### src/rtl/dac_stream_tx.sv
`default_nettype none
// ============================================================================
// Module   : dac_stream_tx
// Purpose  : Four-channel parallel-in / serial-out bitstream transmitter for
//            sigma-delta DAC pins. One word set per channel is taken through a
//            valid/ready handshake into a holding register. At every frame
//            boundary the held words move into shift registers. They are then
//            shifted out LSB-first, one bit per clock. When no word set is
//            waiting, a midscale idle pattern is sent instead. The frame and
//            bit order match the four-channel ADC bitstream receive buffer.
//
// Ports    : dac_clk_i       in   bit clock, all logic on the rising edge
//            reset           in   asynchronous reset, active low
//            word_valid_i    in   producer presents a word set
//            word_ready_o    out  holding register empty, a set can be taken
//            dac_[a..d]_word_i in WIDTH-bit word for channel A..D
//            dac_[a..d]_o    out  serial bitstream for channel A..D
//            frame_sync_o    out  high while bit 0 of a frame is on the pins
//            underrun_o      out  sticky flag: a running stream ran dry
//            underrun_clr_i  in   clears underrun_o (a new underrun wins)
//
// Revision : 1.0 - initial release
// ============================================================================
module dac_stream_tx #(
    parameter int unsigned WIDTH        = 32,
    parameter logic [31:0] IDLE_PATTERN = 32'hAAAA_AAAA
) (
    input  logic             dac_clk_i,
    input  logic             reset,
    input  logic             word_valid_i,
    output logic             word_ready_o,
    input  logic [WIDTH-1:0] dac_a_word_i,
    input  logic [WIDTH-1:0] dac_b_word_i,
    input  logic [WIDTH-1:0] dac_c_word_i,
    input  logic [WIDTH-1:0] dac_d_word_i,
    output logic             dac_a_o,
    output logic             dac_b_o,
    output logic             dac_c_o,
    output logic             dac_d_o,
    output logic             frame_sync_o,
    output logic             underrun_o,
    input  logic             underrun_clr_i
);

    // ------------------------------------------------------------------------
    // Constants
    // ------------------------------------------------------------------------
    localparam int unsigned           c_num_ch   = 4;
    localparam int unsigned           c_ctr_w    = $clog2(WIDTH);
    localparam logic [c_ctr_w-1:0]    c_ctr_last = c_ctr_w'(WIDTH - 1);
    localparam logic [WIDTH-1:0]      c_idle_word = IDLE_PATTERN[WIDTH-1:0];

    // Stream state. RUN means the frame now being shifted out carries
    // producer data. UNDERRUN means a running stream has fallen back to idle.
    localparam logic [1:0] c_st_idle     = 2'd0;
    localparam logic [1:0] c_st_run      = 2'd1;
    localparam logic [1:0] c_st_underrun = 2'd2;

    // Width sanity check. The counter wraps naturally only for powers of two,
    // and the idle pattern supplies at most 32 bits.
    if (WIDTH < 8 || WIDTH > 32 || (WIDTH & (WIDTH - 1)) != 0) begin : g_bad_width
        $error("dac_stream_tx: WIDTH must be a power of 2 in the range 8..32");
    end

    // ------------------------------------------------------------------------
    // Declarations
    // ------------------------------------------------------------------------
    logic [c_ctr_w-1:0]               r_ctr;
    logic                             r_hold_full;
    logic [1:0]                       r_state;
    logic [1:0]                       w_state_nxt;
    logic                             r_underrun;
    logic                             w_underrun_set;
    logic                             w_boundary;
    logic                             w_accept;
    logic [c_num_ch-1:0][WIDTH-1:0]   w_word_in;
    logic [c_num_ch-1:0]              w_serial;

    // Channel order in the packed array: index 0 = A ... index 3 = D.
    assign w_word_in = {dac_d_word_i, dac_c_word_i, dac_b_word_i, dac_a_word_i};

    // The boundary cycle is the last bit of a frame. The load on its closing
    // edge makes the new bit 0 visible while the counter reads zero.
    assign w_boundary = (r_ctr == c_ctr_last);

    // No bypass: a word set taken on the boundary edge waits in the holding
    // register for the next boundary. This keeps the output timing fixed.
    assign w_accept = word_valid_i & ~r_hold_full;

    // ------------------------------------------------------------------------
    // Bit counter: free-running, wraps at WIDTH (power of two)
    // ------------------------------------------------------------------------
    always_ff @(posedge dac_clk_i or negedge reset) begin
        if (!reset) begin
            r_ctr <= '0;
        end else begin
            r_ctr <= r_ctr + c_ctr_w'(1);
        end
    end

    // ------------------------------------------------------------------------
    // Holding-register occupancy
    // A set can be accepted only while the register is empty, and it is
    // drained only while full. The two updates can never collide.
    // ------------------------------------------------------------------------
    always_ff @(posedge dac_clk_i or negedge reset) begin
        if (!reset) begin
            r_hold_full <= 1'b0;
        end else if (w_accept) begin
            r_hold_full <= 1'b1;
        end else if (w_boundary && r_hold_full) begin
            r_hold_full <= 1'b0;
        end
    end

    // ------------------------------------------------------------------------
    // Per-channel holding and shift registers
    // ------------------------------------------------------------------------
    for (genvar gi = 0; gi < c_num_ch; gi++) begin : g_ch
        logic [WIDTH-1:0] r_hold;
        logic [WIDTH-1:0] r_shift;

        always_ff @(posedge dac_clk_i or negedge reset) begin
            if (!reset) begin
                r_hold <= '0;
            end else if (w_accept) begin
                r_hold <= w_word_in[gi];
            end
        end

        // The boundary load uses r_hold_full as it was before this edge, so a
        // set accepted on the same edge is not picked up.
        always_ff @(posedge dac_clk_i or negedge reset) begin
            if (!reset) begin
                r_shift <= c_idle_word;
            end else if (w_boundary) begin
                r_shift <= r_hold_full ? r_hold : c_idle_word;
            end else begin
                r_shift <= r_shift >> 1;
            end
        end

        assign w_serial[gi] = r_shift[0];
    end

    // ------------------------------------------------------------------------
    // Stream state machine. It changes only on the boundary edge.
    // ------------------------------------------------------------------------
    always_comb begin
        w_state_nxt    = r_state;
        w_underrun_set = 1'b0;
        if (w_boundary) begin
            case (r_state)
                c_st_idle: begin
                    if (r_hold_full) begin
                        w_state_nxt = c_st_run;
                    end
                end
                c_st_run: begin
                    if (!r_hold_full) begin
                        w_state_nxt    = c_st_underrun;
                        w_underrun_set = 1'b1;
                    end
                end
                c_st_underrun: begin
                    if (r_hold_full) begin
                        w_state_nxt = c_st_run;
                    end
                end
                default: begin
                    w_state_nxt = c_st_idle;
                end
            endcase
        end
    end

    always_ff @(posedge dac_clk_i or negedge reset) begin
        if (!reset) begin
            r_state <= c_st_idle;
        end else begin
            r_state <= w_state_nxt;
        end
    end

    // ------------------------------------------------------------------------
    // Sticky underrun flag. A new underrun overrides a clear on the same edge,
    // so no event is lost.
    // ------------------------------------------------------------------------
    always_ff @(posedge dac_clk_i or negedge reset) begin
        if (!reset) begin
            r_underrun <= 1'b0;
        end else if (w_underrun_set) begin
            r_underrun <= 1'b1;
        end else if (underrun_clr_i) begin
            r_underrun <= 1'b0;
        end
    end

    // ------------------------------------------------------------------------
    // Outputs
    // ------------------------------------------------------------------------
    assign word_ready_o = ~r_hold_full;
    assign frame_sync_o = (r_ctr == '0);
    assign underrun_o   = r_underrun;
    assign dac_a_o      = w_serial[0];
    assign dac_b_o      = w_serial[1];
    assign dac_c_o      = w_serial[2];
    assign dac_d_o      = w_serial[3];

endmodule
`default_nettype wire

### config.mk
export PLATFORM = sky130hd
export DESIGN_NAME = dac_stream_tx
export DESIGN_NICKNAME = d
export VERILOG_FILES = /design/src/rtl/dac_stream_tx.sv
export SDC_FILE = /design/constraint.sdc
export NUM_CORES = 1
export LEC_CHECK = 0
export CAP_MARGIN = 10
export CORE_ASPECT_RATIO = 0.7
export CORE_MARGIN = 4
export CORE_UTILIZATION = 54
export DETAILED_ROUTE_END_ITERATION = 8
export HOLD_SLACK_MARGIN = 0.1
export PLACE_DENSITY = 0.86
export SLEW_MARGIN = 20
export SYNTH_ARGS = -nofsm -noshare
export SYNTH_HDL_FRONTEND = slang
export SYNTH_SLANG_ARGS = --single-unit
### constraint.sdc
create_clock -name dac_clk_i -period 2.1 [get_ports dac_clk_i]
set_input_delay 0.42 -clock dac_clk_i [delete_from_list [all_inputs] [get_ports dac_clk_i]]
set_output_delay 0.42 -clock dac_clk_i [all_outputs]
set_load 0.02 [all_outputs]
* After elaboration in Yosys (flattened, before gate mapping)
Cells that the tools add are included.
** Operators by class
- $add $sub $neg :: 1
- Equality and inequality tests :: 5
- Muxes and demuxes :: 18
- Bitwise gates (word level) :: 2
- Reduce and logical (&&, ||, !) cells :: 7
** Operators by type and width (count)
- 32-bit 2-to-1 mux :: 8
- 1-bit 2-to-1 mux :: 7
- 5-bit by 1-bit adder with 5-bit output (second input constant) :: 1
- 5-bit == test (second input constant) :: 1
- 5-bit zero test :: 1
- 2-bit 2-to-1 mux :: 2
- 2-bit one-hot mux with 2 select lines :: 1
- 2-bit nonzero test :: 2
- 3-bit AND reduction :: 1
- 2-bit by 1-bit == test with 1-bit output (second input constant) :: 1
- 2-bit == test (second input constant) :: 1
- 2-bit zero test :: 1
- 2-bit by 1-bit inequality test with 1-bit output (second input constant) :: 1
- 2-bit inequality test (second input constant) :: 1
- 2-bit OR reduction :: 1
- 1-bit AND :: 1
- 1-bit logical AND :: 1
- 1-bit NOT :: 1
** Word-level totals
- Flip-flop bits (word level) :: 265
- Input port bits :: 132
- Output and inout bits :: 7
- Word-level logic and storage cells :: 45

* Logic depth before layout (Yosys ltp)
Gate-level depths: netlist (run 1).
- Depth after elaboration :: 4
- Mapped depth :: 7

* Worst setup path before layout (run 1)
No wires, ideal clock.
- Path type :: reg-to-reg
- From :: register r_ctr[0]
- To :: register g_ch[0].r_shift[21]
- Library setup time :: 61 ps
- Arrival :: 1705 ps
- Slack :: 334 ps
- Stages on the path, launching flop included :: 8
- Buffers on the path :: 2
- Period minus slack after synthesis :: 1766 ps
- Cell sequence :: dfrtp_1 -> ha_1 -> and3_1 -> ha_1 -> buf_2 -> nand2_1 -> clkbuf_1 -> o22a_1
** On the way
- Cells in the longest elaborated chain, start to end :: 2
** RTL lines
- start, declared :: line 68 : logic [c_ctr_w-1:0] r_ctr;
- start signal, assigned :: line 97 : r_ctr <= r_ctr + c_ctr_w'(1);
- 5-bit == test :: line 84 : assign w_boundary = (r_ctr == c_ctr_last);
- 32-bit 2-to-1 mux :: line 136 : end else if (w_boundary) begin
- end signal, assigned :: line 135 : r_shift <= c_idle_word;
- end signal, assigned :: line 137 : r_shift <= r_hold_full ? r_hold : c_idle_word;
- end signal, assigned :: line 139 : r_shift <= r_shift >> 1;
- end, declared :: line 121 : logic [WIDTH-1:0] r_shift;
No other way between the ends.
A chain may end at the register's enable or synchronous reset.

* Worst setup path after layout (run 1)
- From :: register r_ctr[0]
- To :: output frame_sync_o
** On the way
- Cells in the longest elaborated chain, start to end :: 1
** RTL lines
- 5-bit zero test :: line 203 : assign frame_sync_o = (r_ctr == '0);
- end, declared :: line 40 : output logic frame_sync_o,
No other way between the ends.

==> impl_metrics.py, run 1 <==
metrics = {
    "timing": {
        "post-route-period-util": 0.9197,
        "worstMarginPinSlew_ns": 0.5861,
        "hold_violations": 0,
        "slew_headroom": 0.6093,
        "timing.fmax_mhz": 517.7,
        "skew_ns": 0.006501,
        "setup_viol": 0,
        "fin_setup_tns_ns": 0,
        "fin_crit_ns": 1.931,
        "fin_ws_ns": 0.1686,
        "grt_setup_unrepaired": "no",
        "finalMaxSlewViolations": 0,
    },
    "cells_and_area": {
        "layout_common_cells": "dfrtp_1 (201), clkdlybuf4s50_1 (135), mux2_1 (109)",
        "num_antenna_cells": 0,
        "fill_cells": 1095,
        "drive_above_1_share": 0.2084,
        "area_growth_pct": 26.60,
        "final_common_cell": "dfrtp_1",
        "fin_nets": 876,
    },
    "global_routing": {
        "grt_max_degree": 75,
        "grt_pass1_wl_um": 32620,
        "overflow": 0,
        "antenna_found_initial": 0,
        "grt_util_all_layers": 0.2004,
        "grt_pass1_vias": 6063,
    },
    "detailed_routing": {
        "topRoutingLayerUsed": "met4",
        "dr.pass1.iters": 4,
        "vias_per_cell": 5.624,
        "drcViolationCount": 0,
        "antenna_left": 0,
        "wl_per_cell_um": 20.29,
        "vias": 5562,
        "routed_wirelength_um": 20060,
        "met2_wirelength_um": 9542,
        "wl_met1_um": 9169,
        "initialDrtViolationCount": 311,
        "wl_met3_um": 957,
    },
    "logic_synthesis": {
        "synth_nets": 725,
        "synth_seq_cells": 265,
        "synth_area_per_cell_um2": 16.50,
        "synthFlopType": "dfrtp_1",
        "synthArstFlopShare": 1.000,
        "synth_edf_count": 0,
        "ys_seq_area_frac": 0.6906,
        "netlist_area_um2": 9718,
        "syn_inst": 589,
        "ys_warn_count": 0,
        "synth.distinct_cells": 29,
    },
    "floorplan": {
        "rows": 40,
        "ios": 139,
        "initial_core_util": 0.5580,
        "coreArea_um2": 17420,
        "die_w_um": 168.3,
        "die_area_um2": 20240,
        "die_h_um": 120.2,
    },
    "setup_path": {
        "path_cells": "inv_1 > ha_1 > nor4b_2 > buf_2",
        "reg2reg_to": "g_ch[2].r_shift[8]",
        "ff2ff_setup_slack_ns": 0.17,
        "required_ns": 1.68,
        "r2r_start": "r_ctr[0]",
        "cp_slowest_cell": "dfrtp_1",
        "cpLargestDelayFamily": "flip-flops",
        "path_max_fanout": 3,
        "endpoint_kind": "output port",
        "critical-path-max-stage-delay_ns": 0.40,
        "startpoint_type": "flip-flop",
        "arrival_ns": 1.51,
        "path_buf_inv": 2,
        "r2r_cells": 6,
        "critical_path_class": "flip-flop to output port",
    },
    "place": {
        "hpwl_um": 13210,
        "place.gp.congestion": 0.8055,
        "portBuffers": 138,
        "place_ws_ns": 0.1176,
    },
    "clock_tree": {
        "h-tree-depth": 1,
        "cts_setup_buffers": 0,
        "insertion_delay_ns": 0.50,
        "cts-root-buf": "clkbuf_16",
        "cts.clk_slew.worst_paths_ns": 0.06,
        "cts_buffer_depth": 3,
        "cts_buffers": 24,
        "cts.sinks": 265,
        "cts_tree": "done",
    },
    "power": {
        "vdd.ir_drop.worst_v": 0.0005813,
        "powerDensity_nw_per_um2": 974.4,
        "leakage_nw": 5.242,
    },
    "worst_hold_path": {
        "min_path_cells": 1,
        "min_to": "g_ch[1].r_shift[27]",
        "hold_class": "flip-flop to flip-flop",
        "hold_start": "g_ch[1].r_shift[28]",
    },
    "run_status": {
        "status": "finished, final reports clean",
    },
    "flow_run": {
        "drv_cap": 0,
    },
}
## metrics by stage
stage / std cells / instance area, µm² / hold slack (ns) / power [mW] / utilization
floorplan: 589 / 9718 / 0.1244 / 6.982 / -
global placement: 944 / 11470 / 0.4370 / 7.526 / 0.6588
detailed placement: 944 / 11470 / 0.4471 / 7.688 / 0.6588
CTS: 989 / 12300 / 0.4746 / 12.11 / 0.7060
global route: 989 / 12300 / 0.4922 / 12.53 / 0.7064
finish: 989 / 12300 / 0.4732 / 11.99 / 0.7064
## area by class of cell
type	count	area, µm²	share of cell area
clock buffers	39	768.2	0.06244
clock inverters	5	50.05	0.004068
inverters	7	26.28	0.002136
multi-input cells	276	2740	0.2227
flip-flops and latches	265	6711	0.5455
well taps	231	289.0	0.02349
repair buffers	166	1718	0.1396
## worst max path at each step
stage          cells past startpoint    startpoint  slack, ns                   to
2_1_floorplan                      7      r_ctr[0]       0.33  g_ch[0].r_shift[21]
3_3_place_gp                       5  word_valid_i       0.15   g_ch[3].r_hold[11]
3_5_place_dp                       5  word_valid_i       0.12   g_ch[1].r_hold[23]
4_1_cts                            4      r_ctr[0]       0.07         frame_sync_o
5_1_grt                            6      r_ctr[0]       0.02  g_ch[1].r_shift[18]
6_report                           4      r_ctr[0]       0.17         frame_sync_o
## cells in the mapped netlist (2+ instances only)
master,instances,area (µm²)
a22o_1,63,551.8
buf_2,10,50.05
buf_6,12,135.1
clkbuf_1,17,63.81
dfrtp_1,201,5030
dfstp_2,64,1682
ha_1,4,50.05
inv_1,6,22.52
mux2_1,109,1227
mux2_2,20,225.2
nand3_1,2,10.01
o21a_1,4,30.03
o21ai_0,2,10.01
o22a_1,60,525.5
## cells by family after synthesis
kind of cell	Yosys count	synth area share
and+or+nand+nor	9	0.006053
DFF	265	0.6906
muxes	129	0.1495
buffers and inverters	48	0.02948
adders and majority gates	4	0.005150
xor gates and xnor gates	2	0.001803
AOI/OAI and AO/OA	132	0.1174
## power breakdown
| part | internal, mW | total, mW | switching (mW) | leakage [nW] |
|---|---|---|---|---|
| Sequential | 5.94 | 6.38 | 0.443 | 3.14 |
| Clock | 2.62 | 4.39 | 1.78 | 0.408 |
| Combinational | 0.770 | 1.21 | 0.444 | 1.70 |
| Total | 9.33 | 12.0 | 2.66 | 5.24 |
## metal layers
metal	up-vias	global-route usage
li1	2458	-
met3	33	0.03758
met4	0	0.04105
met5	-	0
met1	2931	0.2969
met2	140	0.3159
## state kept, by name, indices dropped and copies added (netlist names)
name,count
r_hold_full,1
g_ch.r_hold,128
r_ctr,5
g_ch.r_shift,128
underrun_o,1
r_state,2
## repair_timing
action                                  in CTS  in global routing
gates resized for setup                      6                  1
hold buffers                                 1                  0
pin swaps                                    0                  0
endpoints found under the hold margin       49                  0
endpoints found under the setup margin       2                  1
No activity file was read; power rests on OpenSTA's default activity.
==> run 2: changes to the inputs <==
--- a/config.mk
+++ b/config.mk
@@ -9,6 +9,7 @@
 export CORE_ASPECT_RATIO = 0.7
 export CORE_MARGIN = 4
 export CORE_UTILIZATION = 54
+export CTS_BUF_LIST = sky130_fd_sc_hd__clkbuf_16
 export DETAILED_ROUTE_END_ITERATION = 8
 export HOLD_SLACK_MARGIN = 0.1
 export PLACE_DENSITY = 0.86
@@ -16,3 +17,4 @@
 export SYNTH_ARGS = -nofsm -noshare
 export SYNTH_HDL_FRONTEND = slang
 export SYNTH_SLANG_ARGS = --single-unit
+export TNS_END_PERCENT = 10
==> run 2 against run 1 <==
  * Clock power fell by 8.2%
  * First-iteration DRC count is 14% higher
  * Hold slack hardly changed
  * Sequential power is essentially flat
  * Via count about the same
  * Critical endpoint is now g_ch[1].r_shift[26]
  * Largest power group unchanged
  * Highest routed layer unchanged
==> impl_metrics.py, run 2 (synthesis gave the netlist of run 1 again) <==
metrics = {
    "timing": {
        "finalMaxSlewViolations": 0,
        "worstMarginPinSlew_ns": 0.5860,
        "fin_setup_tns_ns": 0,
        "setup_viol": 0,
        "hold_violations": 0,
        "skew_ns": 0.01146,
        "grt_setup_unrepaired": "no",
        "fin_ws_ns": 0.1638,
        "fin_crit_ns": 1.936,
        "post-route-period-util": 0.9220,
        "slew_headroom": 0.6093,
        "timing.fmax_mhz": 516.5,
    },
    "floorplan": {
        "rows": 40,
        "coreArea_um2": 17420,
        "ios": 139,
        "initial_core_util": 0.5580,
        "die_w_um": 168.3,
        "die_h_um": 120.2,
        "die_area_um2": 20240,
    },
    "cells_and_area": {
        "num_antenna_cells": 0,
        "drive_above_1_share": 0.1966,
        "fin_nets": 876,
        "layout_common_cells": "dfrtp_1 (201), clkdlybuf4s50_1 (135), mux2_1 (109)",
        "multiInputGateArea_um2": 2740,
        "largestRegisters": "g_ch.r_hold x128, g_ch.r_shift x128, r_ctr x5",
        "final_common_cell": "dfrtp_1",
        "fill_cells": 1108,
        "area_growth_pct": 25.67,
        "register_area_um2": 6711,
    },
    "clock_tree": {
        "cts.clk_slew.worst_paths_ns": 0.06,
        "cts-root-buf": "clkbuf_16",
        "cts_setup_buffers": 0,
        "cts_buffers": 24,
        "cts_tree": "done",
        "h-tree-depth": 1,
        "insertion_delay_ns": 0.51,
        "cts.sinks": 265,
        "cts_buffer_depth": 3,
    },
    "detailed_routing": {
        "dr.pass1.iters": 4,
        "vias_per_cell": 5.626,
        "wl_per_cell_um": 20.37,
        "antenna_left": 0,
        "vias": 5564,
        "initialDrtViolationCount": 356,
        "drcViolationCount": 0,
        "routed_wirelength_um": 20150,
    },
    "place": {
        "place_ws_ns": 0.1176,
        "hpwl_um": 13210,
        "place.gp.congestion": 0.8055,
        "portBuffers": 138,
    },
    "global_routing": {
        "grt_util_all_layers": 0.2003,
        "antenna_found_initial": 0,
        "overflow": 0,
        "grt_max_degree": 75,
        "grt_pass1_wl_um": 32550,
        "grt_pass1_vias": 6074,
    },
    "power": {
        "leakage_nw": 5.212,
        "swShare": 0.2282,
        "internal-power_mw": 8.971,
        "combPwrFrac": 0.104,
        "powerDensity_nw_per_um2": 951.8,
        "clkPwrFrac": 0.346,
        "vdd.ir_drop.worst_v": 0.0005748,
        "switching_power_mw": 2.652,
        "pwr-share-seq": 0.549,
    },
    "run_status": {
        "status": "finished, final reports clean",
    },
    "setup_path": {
        "required_ns": 2.49,
        "arrival_ns": 2.32,
        "path_max_fanout": 36,
        "startpoint_type": "flip-flop",
        "critical_path_class": "flip-flop to flip-flop",
        "r2r_cells": 6,
        "endpoint_kind": "flip-flop",
    },
    "worst_hold_path": {
        "min_path_cells": 1,
        "hold_class": "flip-flop to flip-flop",
    },
    "flow_run": {
        "drv_cap": 0,
    },
}
run 2: cell count changes in the layout (fill, tap and decap cells not counted), sizes merged:
cell	change
clkbuf	-14
inv	+5
clkinv	+9
run 2: critical path, cell delays in order, from the launching register on:
cell     delay [ns]
dfrtp_1        0.40
ha_1           0.23
and3_1         0.21
ha_2           0.24
and2_2         0.22
buf_4          0.26
a22o_1         0.25
run 2: metrics by stage:
step / cells / cell area, µm² / hold slack, ns / total power, mW / util
finish: 989 / 12210 / 0.4728 / 11.62 / 0.7012
global route: 989 / 12210 / 0.4921 / 12.16 / 0.7012
CTS: 989 / 12210 / 0.4747 / 11.73 / 0.7009
detailed placement: 944 / 11470 / 0.4471 / 7.688 / 0.6588
global placement: 944 / 11470 / 0.4370 / 7.526 / 0.6588
floorplan: 589 / 9718 / 0.1244 / 6.982 / -
run 2: final cells by class:
| type | instances | area share |
|---|---|---|
| Clock buffer | 25 | 0.05122 |
| Sequential cell | 265 | 0.5495 |
| Inverter | 7 | 0.002151 |
| Timing Repair Buffer | 166 | 0.1407 |
| Tap cell | 231 | 0.02367 |
| Multi-Input combinational cell | 276 | 0.2244 |
| Clock inverter | 19 | 0.008401 |
run 2: path summary, 6_finish.rpt:
path                                          start                   to  slack [ns]
min in group asynchronous                     reset           underrun_o        0.50
worst min register to register  g_ch[1].r_shift[28]  g_ch[1].r_shift[27]        0.47
worst max-delay path                       r_ctr[0]  g_ch[1].r_shift[26]        0.16
worst max register to register             r_ctr[0]  g_ch[1].r_shift[26]        0.16
worst min-delay path            g_ch[1].r_shift[28]  g_ch[1].r_shift[27]        0.47
max in group asynchronous                     reset  g_ch[0].r_shift[13]        0.85
run 2: power groups by stage:
stage                     clock network, mW  registers [mW]  logic [mW]
after floorplan                           0            6.29       0.695
after global placement                    0            6.39        1.13
after detailed placement                  0            6.46        1.22
after CTS                              4.11            6.38        1.24
after global routing                   4.35            6.47        1.33
final                                  4.03            6.38        1.21
run 2: routing by layer:
metal / track usage / vias up / share of wire
met5: 0 / - / 0
met4: 0.04207 / 0 / 0.019
met2: 0.3167 / 152 / 0.48
met1: 0.2963 / 2920 / 0.45
met3: 0.03627 / 32 / 0.055
li1: - / 2460 / -
run 2: timing repair:
action	4_1_cts	5_1_grt
resized for setup	6	1
cloned	0	0
endpoints found under the hold margin	49	0
endpoints found under the setup margin	2	1
hold buffers	1	0
